File: src/rtl/bitfuscnn_pkg.sv
// Shared definitions for the accumulator/reader pair: bitwidth encoding,
// tile geometry helper and the compressed OARAM entry layout.
package bitfuscnn_pkg;

  localparam logic [1:0] BW_FULL     = 2'd0;
  localparam logic [1:0] BW_HALF     = 2'd1;
  localparam logic [1:0] BW_EIGHTH   = 2'd2;
  localparam logic [1:0] BW_FULL_ALT = 2'd3;

  localparam int OARAM_LEN_ADDR = 0;
  localparam int ENTRY_VALUE_W  = 25;
  localparam int ENTRY_INDEX_W  = 4;

  typedef struct packed {
    logic [ENTRY_VALUE_W-1:0] value;
    logic [ENTRY_INDEX_W-1:0] zero_run;
  } oaram_entry_t;

  typedef enum logic [1:0] {
    ST_IDLE,
    ST_LEN,
    ST_STREAM,
    ST_FINISH
  } reader_state_e;

  function automatic int tile_size_from_bitwidth(input logic [1:0] bw, input int full_size);
    case (bw)
      BW_HALF:   return full_size >> 1;
      BW_EIGHTH: return full_size >> 3;
      default:   return full_size;
    endcase
  endfunction

endpackage

File: src/rtl/activation_skid_fifo.sv
// Two-entry FIFO between the OARAM read return and the activation stream.
// Control state resets; payload storage does not.
module activation_skid_fifo #(
  parameter int WIDTH = 8
) (
  input  logic             clk,
  input  logic             reset_n,
  input  logic             push,
  input  logic [WIDTH-1:0] push_data,
  input  logic             ready,
  output logic             valid,
  output logic [WIDTH-1:0] data,
  output logic [1:0]       count
);

  logic [WIDTH-1:0] mem [2];
  logic             wr_ptr;
  logic             rd_ptr;
  logic             pop;

  assign valid = (count != 2'd0);
  assign data  = mem[rd_ptr];
  assign pop   = valid && ready;

  always_ff @(posedge clk) begin
    if (!reset_n) begin
      count  <= 2'd0;
      wr_ptr <= 1'b0;
      rd_ptr <= 1'b0;
    end else begin
      if (push) wr_ptr <= ~wr_ptr;
      if (pop)  rd_ptr <= ~rd_ptr;
      count <= count + 2'(push) - 2'(pop);
    end
  end

  always_ff @(posedge clk) begin
    if (push) mem[wr_ptr] <= push_data;
  end

endmodule

File: src/rtl/compressed_activation_reader.sv
// Walks one compressed OARAM image (length word + value/zero-run pairs) and
// streams its non-zero activations with absolute tile coordinates.
module compressed_activation_reader
  import bitfuscnn_pkg::*;
#(
  parameter int RAM_WIDTH   = 10,
  parameter int TILE_SIZE   = 256,
  parameter int INDEX_WIDTH = ENTRY_INDEX_W,
  parameter int DATA_WIDTH  = 16
) (
  input  logic                         clk,
  input  logic                         reset_n,
  input  logic [1:0]                   bitwidth,
  input  logic [2:0]                   kernel_size,
  input  logic                         start,
  output logic                         oaram_read_enable,
  output logic [RAM_WIDTH-2:0]         oaram_read_address,
  input  logic [24:0]                  oaram_value,
  input  logic [INDEX_WIDTH-1:0]       oaram_indices_value,
  output logic                         act_valid,
  input  logic                         act_ready,
  output logic [DATA_WIDTH-1:0]        act_value,
  output logic [$clog2(TILE_SIZE)-1:0] act_row,
  output logic [$clog2(TILE_SIZE)-1:0] act_column,
  output logic                         act_last,
  output logic                         busy,
  output logic                         done
);

  localparam int ADDR_W  = RAM_WIDTH - 1;
  localparam int COORD_W = $clog2(TILE_SIZE);
  localparam int GEO_W   = COORD_W + 1;
  localparam int PAY_W   = 1 + 2 * COORD_W + DATA_WIDTH;
  localparam logic [ADDR_W-1:0] MAX_LEN = '1;

  function automatic logic [ADDR_W-1:0] clamp_length(input logic [24:0] raw);
    if (|(raw >> ADDR_W)) return MAX_LEN;
    return raw[ADDR_W-1:0];
  endfunction

  reader_state_e state, state_next;

  logic [ADDR_W-1:0]    len;
  logic [ADDR_W-1:0]    len_in;
  logic [RAM_WIDTH-1:0] ptr;
  logic [COORD_W-1:0]   halo, halo_in;
  logic [GEO_W-1:0]     center_w, center_w_in, tile_in;
  logic [2:0]           kernel_m1;
  logic [COORD_W-1:0]   row_cnt, row_pos, row_adv;
  logic [GEO_W-1:0]     col_cnt, col_sum, col_pos, col_inc, col_adv;
  logic                 wrap_pos, wrap_adv;
  logic                 accept_start, issue, pop, last_accept;
  logic [1:0]           occupancy;
  logic                 rd_vld_p1, rd_last_p1;
  oaram_entry_t         entry_p1;

  logic             push;
  logic [PAY_W-1:0] push_data;
  logic             fifo_valid;
  logic [PAY_W-1:0] fifo_data;
  logic [1:0]       fifo_count;

  assign accept_start = (state == ST_IDLE) && start;
  assign len_in       = clamp_length(oaram_value);
  assign pop          = fifo_valid && act_ready;
  assign last_accept  = pop && fifo_data[PAY_W-1];
  // The slot being popped this cycle is free for a new read, which keeps 1 entry/cycle.
  assign occupancy    = fifo_count - 2'(pop) + 2'(rd_vld_p1);
  assign issue        = (state == ST_STREAM) && (ptr <= {1'b0, len}) && (occupancy < 2'd2);

  always_comb begin
    kernel_m1   = kernel_size - 3'd1;
    halo_in     = COORD_W'(kernel_m1 >> 1);
    tile_in     = GEO_W'(tile_size_from_bitwidth(bitwidth, TILE_SIZE));
    center_w_in = tile_in - (GEO_W'(halo_in) << 1);
  end

  always_comb begin
    state_next         = state;
    oaram_read_enable  = 1'b0;
    oaram_read_address = '0;
    busy               = 1'b0;
    done               = 1'b0;
    case (state)
      ST_IDLE: begin
        if (start) begin
          oaram_read_enable  = 1'b1;
          oaram_read_address = ADDR_W'(OARAM_LEN_ADDR);
          state_next         = ST_LEN;
        end
      end
      ST_LEN: begin
        busy       = 1'b1;
        state_next = (len_in == '0) ? ST_FINISH : ST_STREAM;
      end
      ST_STREAM: begin
        busy = 1'b1;
        if (issue) begin
          oaram_read_enable  = 1'b1;
          oaram_read_address = ptr[ADDR_W-1:0];
        end
        if (last_accept) state_next = ST_FINISH;
      end
      ST_FINISH: begin
        done       = 1'b1;
        state_next = ST_IDLE;
      end
      default: state_next = ST_IDLE;
    endcase
  end

  // p1: read data returns; place the entry and advance the center-relative cursor
  assign entry_p1.value    = oaram_value;
  assign entry_p1.zero_run = oaram_indices_value;

  always_comb begin
    col_sum  = col_cnt + GEO_W'(entry_p1.zero_run);
    wrap_pos = (col_sum >= center_w);
    col_pos  = wrap_pos ? (col_sum - center_w) : col_sum;
    row_pos  = row_cnt + COORD_W'(wrap_pos);
    col_inc  = col_pos + GEO_W'(1);
    wrap_adv = (col_inc >= center_w);
    col_adv  = wrap_adv ? (col_inc - center_w) : col_inc;
    row_adv  = row_pos + COORD_W'(wrap_adv);
  end

  assign push      = rd_vld_p1 && ((entry_p1.value != '0) || rd_last_p1);
  assign push_data = {rd_last_p1, halo + row_pos, halo + col_pos[COORD_W-1:0],
                      entry_p1.value[DATA_WIDTH-1:0]};

  always_ff @(posedge clk) begin
    if (!reset_n) begin
      state      <= ST_IDLE;
      len        <= '0;
      ptr        <= '0;
      rd_vld_p1  <= 1'b0;
      rd_last_p1 <= 1'b0;
      row_cnt    <= '0;
      col_cnt    <= '0;
    end else begin
      state      <= state_next;
      rd_vld_p1  <= issue;
      rd_last_p1 <= issue && (ptr[ADDR_W-1:0] == len);
      if (state == ST_LEN) begin
        len <= len_in;
        ptr <= RAM_WIDTH'(1);
      end else if (issue) begin
        ptr <= ptr + RAM_WIDTH'(1);
      end
      if (accept_start) begin
        row_cnt <= '0;
        col_cnt <= '0;
      end else if (rd_vld_p1) begin
        row_cnt <= row_adv;
        col_cnt <= col_adv;
      end
    end
  end

  always_ff @(posedge clk) begin
    if (accept_start) begin
      halo     <= halo_in;
      center_w <= center_w_in;
    end
  end

  // p2: buffered stream entry presented to the consumer
  activation_skid_fifo #(.WIDTH(PAY_W)) u_fifo (
    .clk       (clk),
    .reset_n   (reset_n),
    .push      (push),
    .push_data (push_data),
    .ready     (act_ready),
    .valid     (fifo_valid),
    .data      (fifo_data),
    .count     (fifo_count)
  );

  assign act_valid  = fifo_valid;
  assign act_value  = fifo_valid ? fifo_data[DATA_WIDTH-1:0] : '0;
  assign act_column = fifo_valid ? fifo_data[DATA_WIDTH +: COORD_W] : '0;
  assign act_row    = fifo_valid ? fifo_data[DATA_WIDTH+COORD_W +: COORD_W] : '0;
  assign act_last   = fifo_valid && fifo_data[PAY_W-1];

endmodule

File: config.mk
export PLATFORM = sky130hd
export DESIGN_NAME = compressed_activation_reader
export DESIGN_NICKNAME = d
export VERILOG_FILES = /design/src/rtl/bitfuscnn_pkg.sv /design/src/rtl/activation_skid_fifo.sv /design/src/rtl/compressed_activation_reader.sv
export SDC_FILE = /design/constraint.sdc
export NUM_CORES = 1
export LEC_CHECK = 0
export CAP_MARGIN = 20
export CORE_MARGIN = 4
export CORE_UTILIZATION = 30
export DETAILED_ROUTE_END_ITERATION = 7
export GPL_TIMING_DRIVEN = 0
export SYNTH_ARGS = -nofsm -noshare
export SYNTH_HDL_FRONTEND = slang
export SYNTH_SLANG_ARGS = --single-unit
File: constraint.sdc
create_clock -name clk -period 6.6 [get_ports clk]
set_clock_uncertainty 0.1 [all_clocks]
set_input_delay 0.66 -clock clk [delete_from_list [all_inputs] [get_ports clk]]
set_output_delay 0.66 -clock clk [all_outputs]
set_load 0.02 [all_outputs]
; Word-level counts from Yosys, hierarchy flattened
; Memories as Yosys holds them, arrays and structs flattened. A register that Yosys moved wholly into a read port is not among the register bits.
; Cells that the tools add are included.
[op_classes]
add_sub_neg = 15
muxes = 26
eq_ne = 8
bitwise_logic = 3
reduce_logical = 19
n_lt_le_gt_ge = 4
div = 0
mul = 0
shift = 0
[ops]
columns = op, n
row1 = 2-to-1 mux 9 bit, 6
row2 = nonzero test 25 bit, 1
row3 = greater-or-equal comparator 9 bit, 2
row4 = case mux 9 bit (2 select lines), 1
row5 = subtractor 9 bit, 2
row6 = adder 2 x 8 -> 8 bit, 2
row7 = adder 8 x 1 -> 8 bit, 2
row8 = 2-to-1 mux 16 bit, 1
row9 = 2-to-1 mux 8 bit, 2
row10 = OR reduction 16 bit, 1
row11 = 2-to-1 mux 1 bit, 12
row12 = adder 10 x 1 -> 10 bit (second input constant), 1
row13 = <= comparator 10 x 9 -> 1 bit, 1
row14 = adder 9 x 1 -> 9 bit (second input constant), 1
row15 = adder 9 x 4 -> 9 bit, 1
row16 = equality test 9 bit, 1
row17 = logical NOT 9 bit, 1
row18 = subtractor 9 x 3 -> 9 bit, 1
row19 = logical AND 1 bit, 8
row20 = case mux 2 bit (4 select lines), 1
row21 = equality test 2 bit (second input constant), 3
row22 = OR reduction 2 bit, 3
row23 = adder 2 x 1 -> 2 bit, 2
row24 = equality test 2 x 1 -> 1 bit (second input constant), 2
row25 = 11 further kinds, 17
[word_totals]
mem_count = 1
out_inout_bits = 46
latchBits = 0
mem_bits_ro = 0
wordCells = 89
register_bits = 55
ramBits = 66
[mem_list]
columns = name, words, word_bits, rd, rd_clocked_by_memory_dff, wr, line_no
row1 = u_fifo.mem, 2, 33, 1, 1, 1, activation_skid_fifo.sv:16  ; logic [WIDTH-1:0] mem [2];

; Depth between registers and ports, before layout
; Gate-level depths: netlist of the first run.
[logic_depth]
word_depth = 8
depth_mapped = 34
depth_no_buf = 33

; Modules after synthesis
; Synthesis of the first run repeated with hierarchy kept, for this count alone.
[unflattened]
cells_unflattened = 725
hier_area_um2 = 7457.2
[modules_own_cells]
columns = module, n_inst, seq_area_each_um2, area_each_um2, cells_each
row1 = compressed_activation_reader, 1, 1041.0, 4682.0, 600
row2 = activation_skid_fifo, 1, 2082.0, 2775.2, 125

; Worst setup path before layout of the first run
; No wires, ideal clock.
[synth_timing]
path_kind = input to register
startpoint = in oaram_indices_value[0]
endpoint = reg row_cnt[7]
setup_time_ps = 128
arrival_time_ps = 6589
stages = 33
path_slack_ps = -216
required_time_ps = 6372
cell_sequence = ha_1 -> inv_1 -> fa_1 -> nand2b_1 -> a21oi_1 -> nand3_1 -> xor2_1 -> inv_1 -> ha_1 -> nand3_1 -> nand2_1 -> a21oi_1 -> and2_1 -> buf_2 -> mux2i_1 -> ha_1 -> inv_1 -> ha_1 -> inv_1 -> fa_1 -> a211oi_1 -> nor2_1 -> or3_1 -> a211o_1 -> a21oi_2 -> inv_1 -> ha_1 -> and3_1 -> maj3_1 -> nand2_1 -> or3_1 -> xor2_1 -> nor2_1
[synth_via]
elab_chain_cells = 6
word_cells_on_any_way = 8
cone_classes = add/sub: 5 / order compare: 2 / mux: 1
[synth_rtl]
columns = item, line_no
row1 = start: declaration, compressed_activation_reader.sv:19  ; input logic [INDEX_WIDTH-1:0] oaram_indices_value,
row2 = adder 9 x 4 -> 9 bit (*), compressed_activation_reader.sv:117  ; col_sum = col_cnt + GEO_W'(entry_p1.zero_run);
row3 = subtractor 9 bit or greater-or-equal comparator 9 bit (tied branches), "compressed_activation_reader.sv:119, compressed_activation_reader.sv:118"
row4 = 2-to-1 mux 9 bit, compressed_activation_reader.sv:119  ; col_pos = wrap_pos ? (col_sum - center_w) : col_sum;
row5 = adder 9 x 1 -> 9 bit, compressed_activation_reader.sv:121  ; col_inc = col_pos + GEO_W'(1);
row6 = greater-or-equal comparator 9 bit, compressed_activation_reader.sv:122  ; wrap_adv = (col_inc >= center_w);
row7 = adder 8 x 1 -> 8 bit (*), compressed_activation_reader.sv:124  ; row_adv = row_pos + COORD_W'(wrap_adv);
row8 = end signal: assignment, compressed_activation_reader.sv:154  ; row_cnt <= row_adv;
row9 = end: declaration, compressed_activation_reader.sv:49  ; logic [COORD_W-1:0] row_cnt, row_pos, row_adv;
; Every way passes the cells marked *; elsewhere a longest branch is shown, timed or not.
; A chain may end at the register's enable or synchronous reset.

; Worst setup path after layout of the first run
[layout_timing]
startpoint = in oaram_indices_value[3]
endpoint = reg row_cnt[7]
; The elaborated chain is that of the path after synthesis.

==> results of run 1 <==
## worst register-to-register path, delay by kind of cell (launching register included)
family          cells  cell delay, ns
fa+ha+maj           8            1.98
simple gates       10            1.42
compound gates      6            1.22
buf+inv             6            0.44
xor+xnor            2            0.37
flops               1            0.33
mux                 1            0.27
## sequential cells by signal, summed over array words and instances, names as in the netlist, 6 cells and up, named ones only
name,count
center_w,6
col_cnt,9
len,9
ptr,10
row_cnt,8
u_fifo.mem,66
## power by group
| part | switching [mW] | leakage [nW] | internal [mW] |
|---|---|---|---|
| sequential | 0.0536 | 1.03 | 0.906 |
| combinational | 0.778 | 2.13 | 0.603 |
| clock | 0.336 | 0.275 | 0.557 |
## cell usage in the layout (no fill, tap or decap), types with 4 or more instances in the layout
master / n
nor3b_1: 9
edfxtp_1: 74
nor2_1: 90
and2_1: 16
clkbuf_16: 17
ha_2: 5
and3_1: 7
nand3_1: 14
o21ai_0: 22
dfxtp_1: 45
xor2_1: 17
mux2i_1: 39
o21a_1: 9
nand4_1: 9
a21o_1: 8
clkbuf_1: 19
ha_1: 38
inv_1: 53
nor3_1: 20
xnor2_1: 33
a211oi_1: 9
a21oi_1: 18
nand2_1: 34
buf_4: 22
nor2b_1: 6
ha_4: 7
nor4_1: 9
clkdlybuf4s50_1: 81
or2_2: 4
## path summary, 6_finish.rpt
| path | from | to | slack [ns] |
|---|---|---|---|
| max | oaram_indices_value[3] | row_cnt[7]$_SDFFE_PP0P_ | 0.18 |
| min | col_cnt[3]$_SDFFE_PP0P_ | col_cnt[3]$_SDFFE_PP0P_ | 0.37 |
| max reg2reg | col_cnt[0]$_SDFFE_PP0P_ | row_cnt[7]$_SDFFE_PP0P_ | 0.36 |
| min reg2reg | col_cnt[3]$_SDFFE_PP0P_ | col_cnt[3]$_SDFFE_PP0P_ | 0.37 |
## routing by layer
layer | GRT usage (%) | share of wire (%) | vias up
met5 | 0 | 0 | -
met4 | 4.497 | 1.7 | 0
met3 | 2.606 | 3.7 | 23
met2 | 20.98 | 47 | 113
met1 | 16.34 | 48 | 2541
li1 | - | - | 2720
## kinds of logic after synthesis
family | after synthesis
AO/OA/AOI/OAI | 106
buffers and inverters | 83
XOR/XNOR | 53
flip-flops | 119
multiplexers | 43
AND/OR/NAND/NOR | 239
adder cells (fa/ha/maj) | 57
## layout make-up
class	count	area, um2
Clock buffer	18	429.2
Inverter	58	220.2
Multi-Input combinational cell	498	3769
Antenna cell	1	2.502
Fill cell	2222	13510
Timing Repair Buffer	106	1049
Sequential cell	119	3123
Buffer	24	103.9
Tap cell	285	356.6
Clock inverter	14	148.9
## through the flow
step | util, % | setup WS [ns] | power, mW | hold WS, ns | area, um2
3_5_place_dp | 36.29 | -1.424 | 2.245 | 0.3555 | 8240
4_1_cts | 39.80 | 0.01300 | 3.214 | 0.3681 | 9037
2_1_floorplan | - | 0.004555 | 1.825 | 0.3203 | 6983
5_1_grt | 40.52 | -0.02988 | 3.448 | 0.3894 | 9201
3_3_place_gp | 35.98 | -1.388 | 2.226 | 0.3539 | 8170
6_report | 40.52 | 0.1796 | 3.234 | 0.3669 | 9201
## what timing repair did
item                                    4_1_cts  5_1_grt
endpoints found under the setup margin       16        6
pin swaps                                    15       22
buffers inserted                             12        9
gates resized for setup                      29       20
==> impl_metrics.csv, run 1 <==
group,metric,value,unit
critical_path,critPathMaxStageDelay,0.47,ns
synthesis,synth_area,6952,um2
detailed_routing,wl_per_cell,14.50,um
placement,placed_cells_incl_taps,1070,
worst_hold_path,min_path_type,"reg -> reg",
synthesis,synth_xor_area_share,6.677,%
synthesis,synth_nets,793,
synthesis,ys.flop_type,"edfxtp_1",
global_routing,grt_pass1_vias,5330,
placement,gp_congestion,0.8676,
timing,worst_pin_slew,0.7664,ns
clocking,ctsHoldBuffers,0,
clocking,htree_levels,4,
pwr,powerDensity,351.5,nW/um2
clocking,cts_buffers,17,
synthesis,synthArstFlopShare,0,%
clocking,cts_num_sinks,119,
run,drv_cap,0,
clocking,cts_buffer_depth,2,
detailed_routing,first_pass_iters,5,
critical_path,endpoint_kind,"flip-flop",
synthesis,synth_top_area_cell,"edfxtp_1",
synthesis,ys_top_cells_by_count,"nor2_1 (95), edfxtp_1 (74), inv_1 (56), ha_1 (50), dfxtp_1 (45)",
timing,final-setup-viol-count,0,
synthesis,synth_area_per_cell,9.931,um2
synthesis,synth-simple-area-share,16.52,%
critical_path,startpoint_type,"input pin",
clocking,ctsRootBufferMaster,"clkbuf_16",
die,die_x,160.2,um
synthesis,synthAdderAreaFrac,10.73,%
global_routing,grt_overflow_total,0,
critical_path,worstPathRequired,6.78,ns
synthesis,synth_cell_types,59,
pwr,p_leak,3.431,nW
timing,slew_headroom,48.72,%
timing,finalMaxSlewViolations,0,
die,initial_utilization,30.61,%
critical_path,crit_top_cell,"ha_4",
finish,finalNonFillerCells,1123,
finish,drive_gt1_share,13.50,%
timing,period_minus_slack,6.420,ns
critical_path,worstPathMaxFanout,6,
finish,area_growth,32.36,%
synthesis,ys_ff_latch,119,
critical_path,crit_slowest_cell,"clkdlybuf4s50_1",
critical_path,path_buf_inv,5,
clocking,cts_tree,"yes",
detailed_routing,vias,5397,
pwr,ir_drop,147.0,uV
synthesis,synth_edf_count,74,
synthesis,synth.top_cell.area_share,31.97,%
critical_path,reg2reg_depth,33,
die,die_h,160.2,um
global_routing,grt_max_degree,20,
synthesis,syn_inst,700,
timing,fin_tns_setup,0,ns
global_routing,antenna_found_initial,1,
clocking,clkTransAtPathRegs,0.06,ns
detailed_routing,drc_errors,0,
synthesis,synth.most_common_cell,"nor2_1",
timing,min_period_over_period,97.28,%
critical_path,cp.depth,31,
synthesis,synth-compound-area-share,10.12,%
synthesis,yosysWarnings,0,
global_routing,grt_usage,12.63,%
detailed_routing,drtAntennaViolNets,0,
critical_path,critPathKind,"in -> reg",
synthesis,ys_top_cells_by_area,"edfxtp_1 (32%), dfxtp_1 (13%), ha_1 (9.0%)",
outcome,outcome,"finished, final reports clean",
timing,hold_viol_final,0,
die,design.die.area,25670,um2
placement,hpwl,12030,um
critical_path,arrival,6.60,ns
clocking,clk_latency,0.41,ns
die,rows,55,
timing,clock.fmax,155.8,MHz
detailed_routing,vias_per_cell,4.806,
critical_path,cp_top_family,"adder cells",
die,ios,84,
synthesis,synth_top_family_by_area,"simple AND/OR/NAND/NOR gates",
synthesis,seq_area_frac_synth,44.92,%
placement,portBuffers,83,
global_routing,grt_first_pass_wirelength,26360,um
synthesis,muxShareOfSynthArea,6.407,%
detailed_routing,routed_wl,16280,um
worst_hold_path,holdPathStages,2,
finish,fin_nets,917,
detailed_routing,drtIter0Drc,337,
die,fp.coreArea,22710,um2
No activity file was read; power rests on OpenSTA's default activity.
==> run 2: changes to the inputs <==
--- a/config.mk
+++ b/config.mk
@@ -5,6 +5,7 @@
 export SDC_FILE = /design/constraint.sdc
 export NUM_CORES = 1
 export LEC_CHECK = 0
+export ABC_AREA = 1
 export CAP_MARGIN = 20
 export CORE_MARGIN = 4
 export CORE_UTILIZATION = 30
==> run 2 against run 1 <==
Area after synthesis grew 2.5%; total power rose by 2.6%; global-route usage increased by 1.2 points; setup slack improved by 0.25 ns; wire length is 13% higher; critical endpoint unchanged; largest cell class unchanged; largest power group unchanged.
==> impl_metrics.csv, run 2 <==
group,metric,value,unit
pwr,p_leak,3.781,nW
timing,final-setup-viol-count,0,
synthesis,synth_area_per_cell,8.287,um2
critical_path,worstPathRequired,6.79,ns
critical_path,critPathKind,"in -> reg",
pwr,p_int,2.007,mW
outcome,outcome,"finished, final reports clean",
detailed_routing,drc_errors,0,
finish,mostFrequentLayoutCells,"nand2_1 (210), inv_1 (120), clkdlybuf4s50_1 (83)",
die,die_h,162.1,um
clocking,cts_buffer_depth,2,
synthesis,ys_ff_latch,119,
run,drv_cap,0,
critical_path,arrival,6.35,ns
critical_path,cp_top_family,"simple AND/OR/NAND/NOR gates",
pwr,ir_drop,180.4,uV
pwr,seqPwrFrac,29.7,%
detailed_routing,drtAntennaViolNets,0,
global_routing,grt_pass1_vias,5751,
finish,fin_nets,1059,
placement,dp_slack,-0.5806,ns
pwr,netSwitchingFraction,39.52,%
timing,worst_pin_slew,0.7077,ns
clocking,htree_levels,4,
placement,hpwl,14320,um
finish,layout_commonest_cell,"nand2_1",
pwr,p_switching,1.311,mW
critical_path,crit_slowest_cell,"clkdlybuf4s50_1",
finish,antenna_cells,0,
timing,finalMaxSlewViolations,0,
timing,period_minus_slack,6.166,ns
clocking,cts_tree,"yes",
synthesis,seq_area_frac_synth,43.82,%
synthesis,synth_nets,953,
synthesis,synth_cell_types,43,
clocking,clkTransAtPathRegs,0.06,ns
placement,placed_area,8427,um2
die,initial_utilization,30.45,%
finish,largest_reg_flops,66,
pwr,power_frac_clock,27.2,%
synthesis,synth_edf_count,74,
die,ios,84,
placement,portBuffers,83,
synthesis,synth_top_area_cell,"edfxtp_1",
detailed_routing,first_pass_iters,5,
synthesis,synth.most_common_cell,"nand2_1",
synthesis,ys_top_cells_by_area,"edfxtp_1 (31%), dfxtp_1 (13%), nand2_1 (11%)",
pwr,powerDensity,363.3,nW/um2
placement,gp_congestion,0.9136,
detailed_routing,vias_per_cell,4.568,
critical_path,cp.depth,38,
detailed_routing,drtIter0Drc,369,
timing,clock.fmax,162.2,MHz
timing,min_period_over_period,93.42,%
critical_path,path_buf_inv,6,
synthesis,yosysWarnings,0,
synthesis,synth.top_cell.area_share,31.18,%
finish,drive_gt1_share,9.091,%
clocking,clk_latency,0.42,ns
detailed_routing,routed_wl,18360,um
timing,hold_viol_final,0,
die,die_x,162.1,um
pwr,combPwrFrac,43.1,%
timing,fin_ws,0.4340,ns
critical_path,reg2reg_depth,37,
synthesis,ys.flop_type,"edfxtp_1",
finish,biggestRegsByFlops,"u_fifo.mem x66, ptr x10",
critical_path,crit_top_cell,"nand2_1",
global_routing,grt_first_pass_wirelength,28880,um
critical_path,worstPathMaxFanout,10,
die,rows,56,
clocking,post_cts_buffers,0,
detailed_routing,vias,5929,
global_routing,grt_max_degree,21,
clocking,cts_num_sinks,119,
finish,design_area,9133,um2
critical_path,endpoint_kind,"flip-flop",
die,design.die.area,26290,um2
synthesis,synthArstFlopShare,0,%
global_routing,grt_overflow_total,0,
synthesis,syn_inst,860,
synthesis,synth_area,7127,um2
critical_path,startpoint_type,"input pin",
timing,slew_headroom,52.77,%
critical_path,critPathMaxStageDelay,0.46,ns
clocking,cts_buffers,17,
die,fp.coreArea,23400,um2
worst_hold_path,min_path_type,"reg -> reg",
global_routing,grt_usage,13.86,%
clocking,ctsHoldBuffers,0,
finish,area_growth,28.14,%
detailed_routing,wl_per_cell,14.14,um
worst_hold_path,holdPathStages,1,
synthesis,ys_top_cells_by_count,"nand2_1 (212), inv_1 (121), a21oi_1 (77), edfxtp_1 (74), nor2_1 (51)",
finish,largest_register,"u_fifo.mem",
clocking,ctsRootBufferMaster,"clkbuf_16",
global_routing,antenna_found_initial,0,
[run 2: cell count changes after synthesis, moves of 8 or more]
cell     change
xnor2_1     -26
nand2_2     +10
nand2_1    +177
and2_1      -15
nor2_1      -44
xor2_1       +8
inv_1       +65
a21oi_1     +56
nand3_1     +25
mux2i_1     -39
and3_1       -8
[run 2: stage by stage]
| stage | std cells | power, mW | utilization [%] | hold WS (ns) | TNS [ns] |
|---|---|---|---|---|---|
| 2_1_floorplan | 860 | 1.884 | - | 0.3255 | 0 |
| 3_3_place_gp | 1262 | 2.362 | 35.71 | 0.3383 | -2.603 |
| 3_5_place_dp | 1266 | 2.385 | 36.01 | 0.3458 | -2.865 |
| 4_1_cts | 1298 | 3.301 | 38.51 | 0.3521 | 0 |
| 5_1_grt | 1298 | 3.530 | 39.02 | 0.3910 | -0.02176 |
| 6_report | 1298 | 3.318 | 39.02 | 0.3543 | 0 |
[run 2: worst paths after layout]
path | endpoint | from | slack (ns)
setup / recovery | row_cnt[7]$_SDFFE_PP0P_ | oaram_indices_value[0] | 0.43
hold / removal | u_fifo.rd_ptr$_SDFFE_PN0P_ | u_fifo.rd_ptr$_SDFFE_PN0P_ | 0.35
setup reg to reg | row_cnt[7]$_SDFFE_PP0P_ | col_cnt[0]$_SDFFE_PP0P_ | 0.80
hold reg to reg | u_fifo.rd_ptr$_SDFFE_PN0P_ | u_fifo.rd_ptr$_SDFFE_PN0P_ | 0.35
[run 2: cells by family after synthesis]
kind of cell / Yosys count / synth area share (%)
XOR/XNOR: 35 / 4.301
multiplexers: 1 / 0.1405
flip-flops: 119 / 43.82
buffers and inverters: 142 / 7.602
AND/OR/NAND/NOR: 380 / 24.12
AO/OA/AOI/OAI: 128 / 9.832
adder cells (fa/ha/maj): 55 / 10.18
[run 2: final cells by class]
class / instances / area, um2
fill: 2340 / 14270
multi-input combinational: 599 / 3587
sequential: 119 / 3123
timing repair buffer: 87 / 895.9
inverter: 123 / 469.2
clock buffer: 17 / 425.4
tap: 319 / 399.1
clock inverter: 15 / 150.1
buffer: 19 / 82.58
[run 2: power groups by stage]
stage	sequential (mW)	combinational [mW]	clock, mW
3_5_place_dp	1.00	1.38	0
6_report	0.985	1.43	0.903
5_1_grt	0.996	1.59	0.945
3_3_place_gp	1.00	1.36	0
4_1_cts	0.985	1.40	0.918
2_1_floorplan	0.985	0.899	0
[run 2: repair_timing]
action	CTS	global route
cloned	0	0
setup endpoints to repair	4	7
pin swaps	0	4
gates resized for setup	4	21
[run 2: metal layers]
layer	global-route usage, %	share of wire [%]	vias up
met5	0	0	-
met4	5.421	2.7	0
met3	2.461	4.6	36
met2	23.15	47	130
met1	17.91	45	2685
li1	-	-	3078
==> run 3: changes to the inputs <==
--- a/config.mk
+++ b/config.mk
@@ -6,6 +6,7 @@
 export NUM_CORES = 1
 export LEC_CHECK = 0
 export ABC_AREA = 1
+export ABC_CLOCK_PERIOD_IN_PS = 6600
 export CAP_MARGIN = 20
 export CORE_MARGIN = 4
 export CORE_UTILIZATION = 30
==> results of run 3 <==
Same layout as run 2: the final DEF is identical, and so are final timing and power.
